[config.mk]
export PLATFORM = sky130hd
export DESIGN_NAME = gcd_disp_driver
export DESIGN_NICKNAME = d
export VERILOG_FILES = /design/src/rtl/gcd_disp_pkg.sv /design/src/rtl/gcd_disp_driver_seg7_decode.sv /design/src/rtl/gcd_disp_driver.sv
export SDC_FILE = /design/constraint.sdc
export NUM_CORES = 1
export LEC_CHECK = 0
export BUFFER_PORTS_ARGS = -buffer_cell sky130_fd_sc_hd__buf_2
export CORE_UTILIZATION = 41
export CTS_CLUSTER_DIAMETER = 30
export DETAILED_ROUTE_END_ITERATION = 12
export GPL_ROUTABILITY_DRIVEN = 0
export PLACE_DENSITY_LB_ADDON = 0.3
export SLEW_MARGIN = 30
export SYNTH_ARGS = -nofsm -noshare
export SYNTH_HDL_FRONTEND = slang
export SYNTH_HIERARCHICAL = 1
export SYNTH_SLANG_ARGS = --single-unit
[constraint.sdc]
create_clock -name clk -period 2.1 [get_ports clk]
set_input_delay 0.315 -clock clk [delete_from_list [all_inputs] [get_ports clk]]
set_output_delay 0.315 -clock clk [all_outputs]
set_load 0.01 [all_outputs]
[src/rtl/gcd_disp_pkg.sv]
// gcd_disp_pkg
// Shared types and constants for the GCD display driver: the conversion FSM
// state encoding, active-low seven-segment codes (bit order g..a), the
// number of double-dabble shifts for a 5-bit input, and the add-3 helper.
package gcd_disp_pkg;

    typedef enum logic {
        IDLE,
        CONVERT
    } state_t;

    localparam logic [6:0] SEG_BLANK = 7'h7F;
    localparam logic [6:0] SEG_0     = 7'h40;
    localparam logic [6:0] SEG_1     = 7'h79;
    localparam logic [6:0] SEG_2     = 7'h24;
    localparam logic [6:0] SEG_3     = 7'h30;
    localparam logic [6:0] SEG_4     = 7'h19;
    localparam logic [6:0] SEG_5     = 7'h12;
    localparam logic [6:0] SEG_6     = 7'h02;
    localparam logic [6:0] SEG_7     = 7'h78;
    localparam logic [6:0] SEG_8     = 7'h00;
    localparam logic [6:0] SEG_9     = 7'h10;

    localparam int         NUM_SHIFTS = 5;
    localparam logic [2:0] LAST_SHIFT = 3'(NUM_SHIFTS - 1);

    // Double-dabble correction: a nibble of 5 or more would overflow past 9
    // after the next doubling, so pre-add 3.
    function automatic logic [3:0] add3(input logic [3:0] nib);
        return (nib >= 4'd5) ? nib + 4'd3 : nib;
    endfunction

endpackage

[src/rtl/gcd_disp_driver_seg7_decode.sv]
// seg7_decode
// Combinational BCD to seven-segment decoder, active-low outputs.
// Ports:
//   bcd   in  4  BCD digit value
//   blank in  1  force all segments off when high
//   seg   out 7  active-low segments, bit order g..a
// Codes above 9 are shown as a blank digit.
module seg7_decode
    import gcd_disp_pkg::*;
(
    input  logic [3:0] bcd,
    input  logic       blank,
    output logic [6:0] seg
);

    always_comb begin
        seg = SEG_BLANK;
        if (!blank) begin
            case (bcd)
                4'd0:    seg = SEG_0;
                4'd1:    seg = SEG_1;
                4'd2:    seg = SEG_2;
                4'd3:    seg = SEG_3;
                4'd4:    seg = SEG_4;
                4'd5:    seg = SEG_5;
                4'd6:    seg = SEG_6;
                4'd7:    seg = SEG_7;
                4'd8:    seg = SEG_8;
                4'd9:    seg = SEG_9;
                default: seg = SEG_BLANK;
            endcase
        end
    end

endmodule

[src/rtl/gcd_disp_driver.sv]
// gcd_disp_driver
// Converts the 5-bit GCD result to BCD with a sequential double-dabble and
// drives a 4-digit multiplexed seven-segment display.
// Ports:
//   clk    in  1   clock, rising edge
//   reset  in  1   asynchronous reset, active low
//   result in  5   GCD value, valid while done is high
//   done   in  1   upstream completion flag; a rising edge starts conversion
//   disp   out 16  packed BCD digits (digit3..digit0), upper byte always 0
//   seg    out 7   active-low segments (g..a) for the selected digit
//   an     out 4   active-low one-hot digit enable, an[0] = digit0
//   busy   out 1   high while a conversion is running
// Parameter REFRESH_DIV: clocks each digit is driven (2..65535).
module gcd_disp_driver
    import gcd_disp_pkg::*;
#(
    parameter int REFRESH_DIV = 50000
) (
    input  logic        clk,
    input  logic        reset,
    input  logic [4:0]  result,
    input  logic        done,
    output logic [15:0] disp,
    output logic [6:0]  seg,
    output logic [3:0]  an,
    output logic        busy
);

    localparam logic [15:0] REFRESH_MAX = 16'(REFRESH_DIV - 1);

    state_t      state_q, state_d;
    logic        done_q;
    logic        start;
    logic [4:0]  hold_q;
    logic [7:0]  bcd_q;
    logic [2:0]  shift_cnt_q;
    logic [7:0]  bcd_adj;
    logic [7:0]  bcd_next;
    logic [4:0]  hold_next;
    logic        conv_last;
    logic [7:0]  disp_lo_q;

    logic [15:0] refresh_q;
    logic [1:0]  digit_q;
    logic [3:0]  an_q, an_d;
    logic [6:0]  seg_q, seg_dec;
    logic [3:0]  digit_bcd;
    logic        digit_blank;

    assign start = done & ~done_q;

    // One double-dabble step: correct both nibbles, then shift the next
    // binary bit (MSB of the hold register) into the BCD accumulator.
    assign bcd_adj   = {add3(bcd_q[7:4]), add3(bcd_q[3:0])};
    assign bcd_next  = {bcd_adj[6:0], hold_q[4]};
    assign hold_next = {hold_q[3:0], 1'b0};

    // A start on the final shift restarts instead, so the stale value is dropped.
    assign conv_last = (state_q == CONVERT) && (shift_cnt_q == LAST_SHIFT) && !start;

    always_ff @(posedge clk or negedge reset) begin
        if (!reset) begin
            state_q <= IDLE;
        end else begin
            state_q <= state_d;
        end
    end

    always_comb begin
        state_d = state_q;
        busy    = (state_q == CONVERT);
        case (state_q)
            IDLE: begin
                if (start) begin
                    state_d = CONVERT;
                end
            end
            CONVERT: begin
                if (start) begin
                    state_d = CONVERT;
                end else if (conv_last) begin
                    state_d = IDLE;
                end
            end
            default: state_d = IDLE;
        endcase
    end

    always_ff @(posedge clk or negedge reset) begin
        if (!reset) begin
            done_q      <= 1'b0;
            hold_q      <= '0;
            bcd_q       <= '0;
            shift_cnt_q <= '0;
            disp_lo_q   <= '0;
        end else begin
            done_q <= done;
            if (start) begin
                hold_q      <= result;
                bcd_q       <= '0;
                shift_cnt_q <= '0;
            end else if (state_q == CONVERT) begin
                hold_q      <= hold_next;
                bcd_q       <= bcd_next;
                shift_cnt_q <= shift_cnt_q + 3'd1;
                if (conv_last) begin
                    disp_lo_q <= bcd_next;
                end
            end
        end
    end

    // A 5-bit input never exceeds 31, so only two digits are ever non-zero.
    assign disp = {8'h00, disp_lo_q};

    // Digit selection: digits 3 and 2 are always blank, digit 1 blanks its
    // leading zero, digit 0 is always shown.
    always_comb begin
        digit_bcd   = 4'd0;
        digit_blank = 1'b1;
        an_d        = 4'hF;
        case (digit_q)
            2'd0: begin
                digit_bcd   = disp_lo_q[3:0];
                digit_blank = 1'b0;
                an_d        = 4'hE;
            end
            2'd1: begin
                digit_bcd   = disp_lo_q[7:4];
                digit_blank = (disp_lo_q[7:4] == 4'd0);
                an_d        = 4'hD;
            end
            2'd2: an_d = 4'hB;
            2'd3: an_d = 4'h7;
            default: an_d = 4'hF;
        endcase
    end

    seg7_decode u_seg7_decode (
        .bcd   (digit_bcd),
        .blank (digit_blank),
        .seg   (seg_dec)
    );

    // Scan runs free of the converter; an/seg are registered so reset can
    // hold the display dark.
    always_ff @(posedge clk or negedge reset) begin
        if (!reset) begin
            refresh_q <= '0;
            digit_q   <= '0;
            an_q      <= 4'hF;
            seg_q     <= SEG_BLANK;
        end else begin
            if (refresh_q == REFRESH_MAX) begin
                refresh_q <= '0;
                digit_q   <= digit_q + 2'd1;
            end else begin
                refresh_q <= refresh_q + 16'd1;
            end
            an_q  <= an_d;
            seg_q <= seg_dec;
        end
    end

    assign an  = an_q;
    assign seg = seg_q;

endmodule
**After elaboration in Yosys (flattened, before gate mapping)**

Memory sizes are Yosys's and may differ from the RTL's.
Cells that the tools add are included.

- Flip-flop bits (word level): 55
- Bits in read-only memories: 112
- Output and inout port bits: 28
- Memories kept: 1

- Add/sub/neg operators: 5
- $lt $le $gt $ge: 2
- Equal/unequal tests: 5
- Multiplexer cells: 17
- Bitwise operators: 4
- Reductions and logical operators: 7

Memory list:

| name | words | width | rd ports | clocked after Yosys merged registers in | write ports | line | RTL |
|---|---|---|---|---|---|---|---|
| (name not given) | 16 | 7 | 1 | 0 | 0 | gcd_disp_driver_seg7_decode.sv:19 | `case (bcd)` |

Operator list:

| kind | number |
|---|---|
| 16-bit by 1-bit adder with 16-bit output (second input constant) | 1 |
| 16-bit equality test (second input constant) | 1 |
| 16-bit 2-to-1 mux | 1 |
| 8-bit 2-to-1 mux | 2 |
| 4-bit one-hot mux with 4 select lines | 1 |
| 5-bit 2-to-1 mux | 2 |
| 3-bit 2-to-1 mux | 3 |
| 4-bit by 3-bit greater-or-equal comparator with 1-bit output (second input constant) | 2 |
| 4-bit one-hot mux with 2 select lines | 1 |
| 7-bit 2-to-1 mux | 1 |
| 4-bit by 2-bit adder with 4-bit output (second input constant) | 1 |
| 2-bit equality test (second input constant) | 2 |
| 4-bit logical NOT | 1 |
| 4-bit 2-to-1 mux | 1 |
| 1-bit one-hot mux with 2 select lines | 2 |
| 3-bit by 1-bit adder with 3-bit output (second input constant) | 1 |
| 3-bit by 2-bit adder with 3-bit output (second input constant) | 1 |
| 3-bit equality test (second input constant) | 1 |
| 1-bit 2-to-1 mux | 3 |
| 1-bit NOT | 3 |
| 3-bit AND reduction | 1 |
| 2-bit by 1-bit adder with 2-bit output (second input constant) | 1 |
| 2-bit by 1-bit equality test with 1-bit output (second input constant) | 1 |
| 1-bit logical AND | 2 |
| other kinds (4) | 4 |

**Logic depth before layout (Yosys ltp)**

Gate-level depths: netlist (run 1).

- Depth after elaboration: 7
- Mapped depth: 8
- Mapped depth without buffers: 8

**Hierarchy**

The synthesis (run 1) kept the hierarchy.

By module, submodules not included:

| module | times used | cells each | area each (um^2) | seq. area each (um^2) |
|---|---|---|---|---|
| gcd_disp_driver | 1 | 243 | 2588.7 | 1390.1 |
| seg7_decode | 1 | 33 | 236.5 | 0.0 |

**Worst setup path after synthesis (run 1)**

OpenSTA, ideal clock, no wires.

- Path type: register to register
- Start point: register digit_q[0]
- End point: register seg_q[3] (netlist: seg[3])
- Library setup time: 0.073 ns
- Data arrival time: 1.586 ns
- Required time: 2.027 ns
- Setup slack: 0.440 ns
- Cell stages (with the launch flop): 8
- Buffers on the path: 0
- Clock period less this slack: 1.660 ns
- Cells stage by stage: dfrtp_1 > inv_1 > ha_1 > a22o_1 > inv_1 > ha_1 > nor3b_2 > a21oi_1

- Longest elaborated chain between the ends: 4
- Elaborated cells on any way between the ends: 6
- Classes of those cells: eq/ne (1); mux (3); reduce/logical (1); memory (1)

RTL lines:

| element | line | RTL |
|---|---|---|
| start, declared | gcd_disp_driver.sv:44 | `logic [1:0] digit_q;` |
| start signal, assigned | gcd_disp_driver.sv:156 | `digit_q <= digit_q + 2'd1;` |
| 2-bit by 1-bit equality test with 1-bit output or 2-bit logical NOT (tied branches) | gcd_disp_driver.sv:122 | `case (digit_q)` |
| 4-bit one-hot mux with 2 select lines * | gcd_disp_driver.sv:122 |  |
| net digit_bcd[1] | gcd_disp_driver.sv:47 | `logic [3:0] digit_bcd;` |
| memory read 16 x 7 bit * | n/a |  |
| 7-bit 2-to-1 mux * | gcd_disp_driver_seg7_decode.sv:18 | `if (!blank) begin` |
| net seg_dec[3] | gcd_disp_driver.sv:46 | `logic [6:0] seg_q, seg_dec;` |
| end signal, assigned | gcd_disp_driver.sv:161 | `seg_q <= seg_dec;` |
| end, declared | gcd_disp_driver.sv:46 |  |

The timed path passes the listed nets; every way through them passes the cells marked *.
A chain may end at the register's enable or synchronous reset.

**Final worst setup path (run 1)**

Same ends and word-level chain as after synthesis.

==> results of run 1 <==
==> per-layer routing <==
| layer | global-route usage (%) | vias to the layer above |
|---|---|---|
| met3 | 3.31 | 5 |
| met5 | 0 | - |
| met1 | 20.0 | 920 |
| li1 | - | 978 |
| met4 | 5.08 | 0 |
| met2 | 24.5 | 43 |
==> registers in the layout (all words and copies together) (netlist names) <==
register / cells
seg: 7
digit_q: 2
refresh_q: 16
an: 4
hold_q: 5
done_q: 1
shift_cnt_q: 3
bcd_q: 8
busy: 1
disp_lo_q: 8
==> final timing paths <==
| path | from | to | slack (ps) | cells after the start |
|---|---|---|---|---|
| hold reg to reg | refresh_q[0]$_DFF_PN0_ | refresh_q[0]$_DFF_PN0_ | 500 | 1 |
| hold / removal | done | done_q$_DFF_PN0_ | 140 | 1 |
| setup / recovery | digit_q[0]$_DFFE_PN0N_ | seg[3]$_DFF_PN1_ | 190 | 7 |
| setup reg to reg | digit_q[0]$_DFFE_PN0N_ | seg[3]$_DFF_PN1_ | 190 | 7 |
| min in group asynchronous | reset | disp_lo_q[2]$_DFFE_PN0P_ | 460 | 2 |
| max in group asynchronous | reset | an[1]$_DFF_PN1_ | 940 | 3 |
==> final cells by class <==
class	instances	share of cell area (%)
Inverter	19	2.28
Multi-Input combinational cell	193	41.0
Sequential cell	55	44.5
Clock buffer	7	2.76
Clock inverter	1	0.280
Tap cell	77	3.08
Timing Repair Buffer	34	6.09
==> critical path, stage by stage, from the launching register on <==
cell and delay [ps]:
sky130_fd_sc_hd__dfrtp_1 410, sky130_fd_sc_hd__inv_1 130, sky130_fd_sc_hd__ha_1 270, sky130_fd_sc_hd__a22o_1 290
sky130_fd_sc_hd__inv_1 120, sky130_fd_sc_hd__ha_1 310, sky130_fd_sc_hd__nor3b_2 160, sky130_fd_sc_hd__a21oi_1 150
==> timing repair <==
| item | 4_1_cts | 5_1_grt |
|---|---|---|
| setup endpoints to repair | 0 | 0 |
| hold buffers | 1 | 0 |
| hold endpoints to repair | 13 | 0 |
| setup buffers | 0 | 0 |
==> cells in the mapped netlist, types with 2 or more instances <==
| cell | instances | area, µm² |
|---|---|---|
| sky130_fd_sc_hd__nor4_1 | 3 | 18.8 |
| sky130_fd_sc_hd__inv_1 | 19 | 71.3 |
| sky130_fd_sc_hd__buf_4 | 9 | 67.6 |
| sky130_fd_sc_hd__xor2_1 | 9 | 78.8 |
| sky130_fd_sc_hd__ha_1 | 16 | 200 |
| sky130_fd_sc_hd__buf_6 | 2 | 22.5 |
| sky130_fd_sc_hd__dfrtp_1 | 44 | 1100 |
| sky130_fd_sc_hd__nor3b_1 | 2 | 15.0 |
| sky130_fd_sc_hd__o31ai_1 | 2 | 15.0 |
| sky130_fd_sc_hd__nor2_1 | 23 | 86.3 |
| sky130_fd_sc_hd__nand3_1 | 8 | 40.0 |
| sky130_fd_sc_hd__xnor2_1 | 11 | 96.3 |
| sky130_fd_sc_hd__nor2b_1 | 4 | 25.0 |
| sky130_fd_sc_hd__nor3_1 | 3 | 15.0 |
| sky130_fd_sc_hd__nand2_1 | 27 | 101 |
| sky130_fd_sc_hd__nand4_1 | 2 | 12.5 |
| sky130_fd_sc_hd__a22o_1 | 4 | 35.0 |
| sky130_fd_sc_hd__mux2_2 | 2 | 22.5 |
| sky130_fd_sc_hd__clkbuf_1 | 4 | 15.0 |
| sky130_fd_sc_hd__o21ai_0 | 18 | 90.1 |
| sky130_fd_sc_hd__o22ai_1 | 3 | 18.8 |
| sky130_fd_sc_hd__dfstp_2 | 11 | 289 |
| sky130_fd_sc_hd__a21oi_1 | 13 | 65.1 |
| sky130_fd_sc_hd__nand2b_1 | 6 | 37.5 |
| sky130_fd_sc_hd__mux2i_1 | 7 | 70.1 |
==> metrics by stage <==
stage / std cells / util, % / setup WS [ps] / instance area [µm²]
floorplan: 283 / - / 440 / 2850
global placement: 377 / 46.5 / 343 / 3020
detailed placement: 377 / 46.5 / 224 / 3020
CTS: 386 / 48.1 / 189 / 3120
global route: 386 / 48.1 / 24.1 / 3120
finish: 386 / 48.1 / 194 / 3120
==> report_power, final <==
group	switching, µW	total [µW]	internal [µW]
registers	201	1560	1360
clock network	329	600	271
logic	770	1370	602
total	1300	3530	2230
==> logic make-up (layout without fill, tap and decap cells) <==
logic type | count (synthesis) | in the layout
AOI/OAI and AO/OA | 48 | 48
other | 1 | 8
buffers and inverters | 35 | 61
xor gates and xnor gates | 20 | 20
DFF | 55 | 55
muxes | 9 | 9
adders and majority gates | 16 | 16
and+or+nand+nor | 92 | 92
==> impl_metrics.ini, run 1 <==
[cts]
cts_max_level = 2
clock-sinks = 55
post_cts_resized = 0
clk_root_buffer_cell = sky130_fd_sc_hd__clkbuf_8
clock_insertion_delay_worst_skew_ps = 300
max_buffers_root_to_sink = 2
numCtsBuffers = 5
path_clk_slew_ps = 100
cts_tree = yes

[synthesis]
synth_warnings = 6
post_synth_mux_area_share_pct = 3.28
ys_async_sr_fraction_pct = 100
netlist-cell-type-count = 49
synth-xor-area-share_pct = 6.20
postSynth.topFlopCell = sky130_fd_sc_hd__dfrtp_1
syn_avg_cell_area_um2 = 10.2
largest_family_of_logic_cells_by_synthesized_area = simple AND/OR/NAND/NOR gates
synth_area_in_simple_gates_pct = 17.4
yosys_register_bits = 55
yosysSeqAreaShare_pct = 49.2
synth_fa_ha_area_share_pct = 7.09
synth-compound-area-share_pct = 10.2
synthesis.instances = 276
synth-edff-count = 0
synth.cell_area_mm2 = 0.00283

[pwr]
pd_cells_mw_per_mm2 = 1130
power.total_uw = 3530
power.static_leakage_uw = 0.00149
ir_worst_vdd_v = 0.000513

[run_status]
status = finished, final reports clean

[global_routing]
first_global_vias = 1891
grt_pass1_wl_um = 8760
grt_overflow = 0
antenna_found_initial = 0
grt.total_usage_pct = 15.1
grt_max_degree = 28

[cells_and_area]
layout.cells.most_common = sky130_fd_sc_hd__dfrtp_1
final_nets = 332
post_route_cells_drive_above_1_share_pct = 20.7
mostFrequentLayoutCells = 44 x sky130_fd_sc_hd__dfrtp_1, 27 x sky130_fd_sc_hd__nand2_1, 27 x sky130_fd_sc_hd__buf_2, 23 x sky130_fd_sc_hd__nor2_1, 19 x sky130_fd_sc_hd__inv_1
ff_latch_area_mm2 = 0.00139
area_growth_syn_to_layout_pct = 10.5
multiInputGateArea_mm2 = 0.00128
fillers = 640
count_of_inserted_antenna_diode_cells = 0

[detailed_routing]
met2WireLength_um = 2260
postRouteAntennaNets = 0
uppermost_signal_routing_layer_after_detailed_routing = met4
drc = 0
num_vias = 1946
dr_wl_met3_um = 185
drt-met1-wl_um = 2370
avgViaCountPerCell = 5.04
totalWireLength_um = 4860
post_drt_wl_per_cell_um = 12.6
detailedRoute.firstPassIterationCount = 4
detail_route.iter0.violations = 30

[floorplanning]
floorplan.initialDensity_pct = 43.5
core_area_mm2 = 0.00649
die_area_mm2 = 0.00723
pin_count = 36
die_width_um = 85.0
rows = 29
die_height_um = 85.0

[run]
max_cap_viol_count = 0

[sta]
timing.final.hold_violations = 0
period_needed_ps = 1910
max-slew-margin-rel_pct = 48.8
tightestPinTransition_ps = 761
holdWs_ps = 138
final_count_of_negative_setup_slack_endpoints = 0
setup_tns_ps = 0
fmax_mhz = 525
fin_skew_ps = 6.34
number_of_pins_with_negative_max_slew_slack_in_the_final_report = 0
timing.final.crit_share_pct = 90.7
rsz0062_at_grt = no

[worst_setup_path]
setup.worst_path.class = reg -> reg
start_kind = register
worst_ep_arrival_time_ps = 2140
worst_ep_required_time_ps = 2330
critical_path.endpoint_type = register
critPathMaxFanout = 6

[place]
port-buffer-count = 27
place.detailed.hpwl_um = 3550

[min_path]
worst_hold_path_type = in -> reg
Note: power is estimated with default switching activity, not from simulation.
==> run 2, diff against run 1 <==
--- a/config.mk
+++ b/config.mk
@@ -10,7 +10,6 @@
 export CTS_CLUSTER_DIAMETER = 30
 export DETAILED_ROUTE_END_ITERATION = 12
 export GPL_ROUTABILITY_DRIVEN = 0
-export PLACE_DENSITY_LB_ADDON = 0.3
 export SLEW_MARGIN = 30
 export SYNTH_ARGS = -nofsm -noshare
 export SYNTH_HDL_FRONTEND = slang
==> run 2 against run 1 <==
Effect of this change: the run now ends with hold timing left; cell area increased by 0.76%; sequential cell count unchanged; critical path depth unchanged; wire length decreased by 1.0%; sequential power about the same; non-clock buffer count decreased by 2; first-iteration DRC count increased by 87%; worst hold slack got worse by 150 ps; via count decreased by 2.0%; clock skew increased by 4.5 ps; core utilization increased by 0.37 points; critical endpoint unchanged.
==> impl_metrics.ini, run 2 (same netlist as run 1, synthesis figures left out) <==
[run_status]
status = finished, violations left
violations = hold timing

[global_routing]
grt_max_degree = 33
global_route.usage.met2_pct = 24.0
gr_peak_layer = met2
grt_overflow = 0
met1_usage_pct = 20.3
grt_pass1_wl_um = 8670
antenna_found_initial = 0
grt.total_usage_pct = 15.1
first_global_vias = 1861
grt_util_met3_pct = 3.50

[worst_setup_path]
cp_top_family = adder cells
worst_ep_required_time_ps = 2340
worst-r2r-setup-slack_ps = 240
start_kind = register
worst_ep_arrival_time_ps = 2100
path_cells = inv_1, ha_1, a22o_1, inv_1, ha_1, nor3b_2, a21oi_1
largest_incremental_delay_on_the_critical_path_ps = 420
critical_path.n_buffers_inverters = 2
critPathMaxFanout = 7
setup.worst_path.class = reg -> reg
critical_path.endpoint_type = register
cp_slowest_cell = sky130_fd_sc_hd__dfrtp_1

[floorplanning]
rows = 29
die_width_um = 85.0
floorplan.initialDensity_pct = 43.5
die_height_um = 85.0
core_area_mm2 = 0.00649
pin_count = 36
die_area_mm2 = 0.00723

[sta]
fmax_mhz = 537
setup_tns_ps = 0
tightestPinTransition_ps = 565
fin_skew_ps = 10.9
holdWs_ps = -9.29
number_of_pins_with_negative_max_slew_slack_in_the_final_report = 0
max-slew-margin-rel_pct = 62.3
timing.final.hold_violations = 17
timing.final.crit_share_pct = 88.7
rsz0062_at_grt = no
final_count_of_negative_setup_slack_endpoints = 0
period_needed_ps = 1860

[cts]
postCtsSetupBuffers = 0
cts_max_level = 2
numCtsBuffers = 5
max_buffers_root_to_sink = 2
path_clk_slew_ps = 100
clock_insertion_delay_worst_skew_ps = 300
clock-sinks = 55
clk_root_buffer_cell = sky130_fd_sc_hd__clkbuf_8
cts_tree = yes

[pwr]
power.static_leakage_uw = 0.00150
ir_worst_vdd_v = 0.000504
pd_cells_mw_per_mm2 = 1160
power.total_uw = 3640

[run]
max_cap_viol_count = 0

[detailed_routing]
num_vias = 1907
post_drt_wl_per_cell_um = 12.5
detail_route.iter0.violations = 56
detailedRoute.firstPassIterationCount = 4
postRouteAntennaNets = 0
drc = 0
avgViaCountPerCell = 4.97
totalWireLength_um = 4810

[cells_and_area]
max_ffs_per_register = 16
post_route_cells_drive_above_1_share_pct = 21.2
fillers = 609
multiInputGateArea_mm2 = 0.00129
final_util_pct = 48.4
count_of_inserted_antenna_diode_cells = 0
final_nets = 330
mostFrequentLayoutCells = 44 x sky130_fd_sc_hd__dfrtp_1, 27 x sky130_fd_sc_hd__nand2_1, 27 x sky130_fd_sc_hd__buf_2, 23 x sky130_fd_sc_hd__nor2_1, 19 x sky130_fd_sc_hd__inv_1
max_flop_register = refresh_q
largestRegisters = refresh_q x16, bcd_q x8, disp_lo_q x8
finish.cell_count_without_fillers = 384
ff_latch_area_mm2 = 0.00139
area_growth_syn_to_layout_pct = 11.4
layout.cells.most_common = sky130_fd_sc_hd__dfrtp_1

[place]
port-buffer-count = 27
placedCellCount = 376
place.detailed.hpwl_um = 3530

[min_path]
worst_hold_path_type = in -> async
## run 2: metrics by stage
stage,area (µm²),worst slack (ps)
finish,3150,238
global route,3150,33.3
CTS,3150,229
detailed placement,3030,246
global placement,3030,327
floorplan,2850,440
## run 2: what timing repair did
item / in CTS / in global routing
hold buffers: 0 / 0
endpoints found under the setup margin: 0 / 4
resized for setup: 0 / 1
## run 2: metal layers
layer	vias to the layer above	wire, µm	part of all wire, %
met5	-	0	0
met4	0	51	1.1
met3	5	175	3.6
met2	34	2250	47
met1	900	2330	48
li1	968	-	-
## run 2: final timing paths
check | from | endpoint | depth (start not counted)
max | digit_q[1]$_DFFE_PN0N_ | seg[3]$_DFF_PN1_ | 7
min | reset | disp_lo_q[3]$_DFFE_PN0P_ | 1
max reg2reg | digit_q[1]$_DFFE_PN0N_ | seg[3]$_DFF_PN1_ | 7
min reg2reg | refresh_q[0]$_DFF_PN0_ | refresh_q[0]$_DFF_PN0_ | 1
max in group asynchronous | reset | an[2]$_DFF_PN1_ | 2
min in group clk | done | done_q$_DFF_PN0_ | 1
## run 2: layout make-up
type	count	area share [%]
Timing Repair Buffer	32	5.88
Sequential cell	55	44.2
Inverter	19	2.27
Multi-Input combinational cell	193	40.9
Clock inverter	2	1.11
Clock buffer	6	2.62
Tap cell	77	3.06
## run 2: power by group
| part | switching (µW) | internal (µW) | leakage (µW) |
|---|---|---|---|
| clock | 333 | 386 | 0.0000612 |
| sequential | 199 | 1360 | 0.000688 |
| combinational | 765 | 602 | 0.000748 |
==> run 3, diff against run 2 <==
--- a/config.mk
+++ b/config.mk
@@ -10,6 +10,7 @@
 export CTS_CLUSTER_DIAMETER = 30
 export DETAILED_ROUTE_END_ITERATION = 12
 export GPL_ROUTABILITY_DRIVEN = 0
+export PLACE_DENSITY = 0.72
 export SLEW_MARGIN = 30
 export SYNTH_ARGS = -nofsm -noshare
 export SYNTH_HDL_FRONTEND = slang
==> run 3 against run 2 <==
Effect of this change: the run now ends clean; sequential cell count did not move; sequential share of layout area increased by 0.48 points; register-to-register slack worse by 70 ps; wire length is 2.5% lower.
==> impl_metrics.ini, run 3 (same netlist as run 1, synthesis figures left out) <==
[cts]
clock-sinks = 55
clock_insertion_delay_worst_skew_ps = 300
post_cts_resized = 0
cts_max_level = 2
cts_tree = yes
clk_root_buffer_cell = sky130_fd_sc_hd__clkbuf_8
postCtsSetupBuffers = 0
max_buffers_root_to_sink = 2
path_clk_slew_ps = 90
numCtsBuffers = 5
ctsHoldBuffers = 0

[worst_setup_path]
setup.worst_path.class = reg -> reg
cp_top_family = adder cells
critical_path.n_buffers_inverters = 2
worst_ep_required_time_ps = 2330
crit-reg2reg-capture = seg[3]$_DFF_PN1_
critPathMaxFanout = 6
critical_path.endpoint_type = register
worst-r2r-setup-slack_ps = 170
cp_slowest_cell = sky130_fd_sc_hd__dfrtp_1
start_kind = register
r2r_start = digit_q[0]$_DFFE_PN0N_
largest_incremental_delay_on_the_critical_path_ps = 410
path_cells = inv_1, ha_1, a22o_1, inv_1, ha_1, nor3b_2, a21oi_1
r2r.worst_path.cells = 7
worst_ep_arrival_time_ps = 2160

[floorplanning]
core_area_mm2 = 0.00649
floorplan.initialDensity_pct = 43.5
die_width_um = 85.0
die_height_um = 85.0
rows = 29
pin_count = 36
die_area_mm2 = 0.00723

[cells_and_area]
finalInstanceArea_mm2 = 0.00311
max_flop_register = refresh_q
finish.cell_count_without_fillers = 385
layout.cells.most_common = sky130_fd_sc_hd__dfrtp_1
area_growth_syn_to_layout_pct = 10.2
final_nets = 331
post_route_cells_drive_above_1_share_pct = 20.8
count_of_inserted_antenna_diode_cells = 0
mostFrequentLayoutCells = 44 x sky130_fd_sc_hd__dfrtp_1, 27 x sky130_fd_sc_hd__nand2_1, 27 x sky130_fd_sc_hd__buf_2, 23 x sky130_fd_sc_hd__nor2_1, 19 x sky130_fd_sc_hd__inv_1
largestRegisters = refresh_q x16, bcd_q x8, disp_lo_q x8
max_ffs_per_register = 16
fillers = 628

[pwr]
seqPwrFrac_pct = 44.3
switching_share_pct = 36.7
pd_cells_mw_per_mm2 = 1130
share_clk_of_total_power_pct = 17.0
internal_power_uw = 2230
power.static_leakage_uw = 0.00148
reported_net_switching_power_uw = 1290
combinational_power_share_pct = 38.7
ir_worst_vdd_v = 0.000654

[place]
dpl_worst_slack_ps = 212
dpl_cell_area_mm2 = 0.00302
placedCellCount = 377
port-buffer-count = 27
place.detailed.hpwl_um = 3460

[detailed_routing]
postRouteAntennaNets = 0
drc = 0
post_drt_wl_per_cell_um = 12.2
avgViaCountPerCell = 5.04
num_vias = 1940
detail_route.iter0.violations = 57
detailedRoute.firstPassIterationCount = 4
totalWireLength_um = 4700

[sta]
final_count_of_negative_setup_slack_endpoints = 0
max-slew-margin-rel_pct = 45.5
timing.final.crit_share_pct = 92.1
timing.final.hold_violations = 0
fmax_mhz = 517
rsz0062_at_grt = no
period_needed_ps = 1930
fin_skew_ps = 8.33
tightestPinTransition_ps = 809
post-route-worst-setup-slack_ps = 166
setup_tns_ps = 0
holdWs_ps = 13.8
number_of_pins_with_negative_max_slew_slack_in_the_final_report = 0

[global_routing]
grt_max_degree = 30
grt_overflow = 0
grt_pass1_wl_um = 8420
first_global_vias = 1857
grt.total_usage_pct = 14.3
antenna_found_initial = 0

[run_status]
status = finished, final reports clean

[min_path]
worst_hold_path_type = in -> async

[run]
max_cap_viol_count = 0
==> run 3: changes by cell type in the layout (fill, tap and decap cells not counted), sizes merged <==
| cell | previous run | this run |
|---|---|---|
| buf | 32 | 33 |
| bufinv | 1 | 0 |
| clkbuf | 6 | 7 |
==> run 3: how the worst max path moves through the flow <==
stage	to	slack, ps	start	depth (start not counted)
2_1_floorplan	seg[3]$_DFF_PN1_	440	digit_q[0]$_DFFE_PN0N_	7
5_1_grt	seg[3]$_DFF_PN1_	5	digit_q[0]$_DFFE_PN0N_	5
4_1_cts	seg[3]$_DFF_PN1_	170	digit_q[0]$_DFFE_PN0N_	7
6_report	seg[3]$_DFF_PN1_	170	digit_q[0]$_DFFE_PN0N_	7
3_5_place_dp	seg[3]$_DFF_PN1_	210	digit_q[0]$_DFFE_PN0N_	7
3_3_place_gp	seg[3]$_DFF_PN1_	350	digit_q[0]$_DFFE_PN0N_	7
==> run 3: power groups by stage <==
stage | Sequential [µW] | Clock (µW) | Combinational [µW]
after floorplan | 1610 | 0 | 987
after global placement | 1580 | 0 | 1330
after detailed placement | 1590 | 0 | 1370
after CTS | 1570 | 631 | 1380
after global routing | 1610 | 669 | 1570
final | 1560 | 599 | 1360
==> run 3: metal layers <==
metal | wire length, µm | up-vias | track usage, %
met2 | 2220 | 38 | 23.5
met4 | 40 | 0 | 3.08
met5 | 0 | - | 0
li1 | - | 970 | -
met1 | 2250 | 927 | 19.2
met3 | 184 | 5 | 3.60
==> run 3: metrics by stage <==
stage	total power, µW	utilization (%)
global route	3840	47.9
floorplan	2600	-
global placement	2910	46.5
CTS	3580	47.9
finish	3520	47.9
detailed placement	2960	46.5
==> run 3: cell type report <==
type / instances / area [µm²] / area share (%)
clock buffers: 7 / 86.3 / 2.77
clock inverters: 1 / 8.76 / 0.281
inverters: 19 / 71.3 / 2.29
multi-input cells: 193 / 1280 / 41.1
flip-flops and latches: 55 / 1390 / 44.7
well taps: 77 / 96.3 / 3.09
repair buffers: 33 / 180 / 5.79
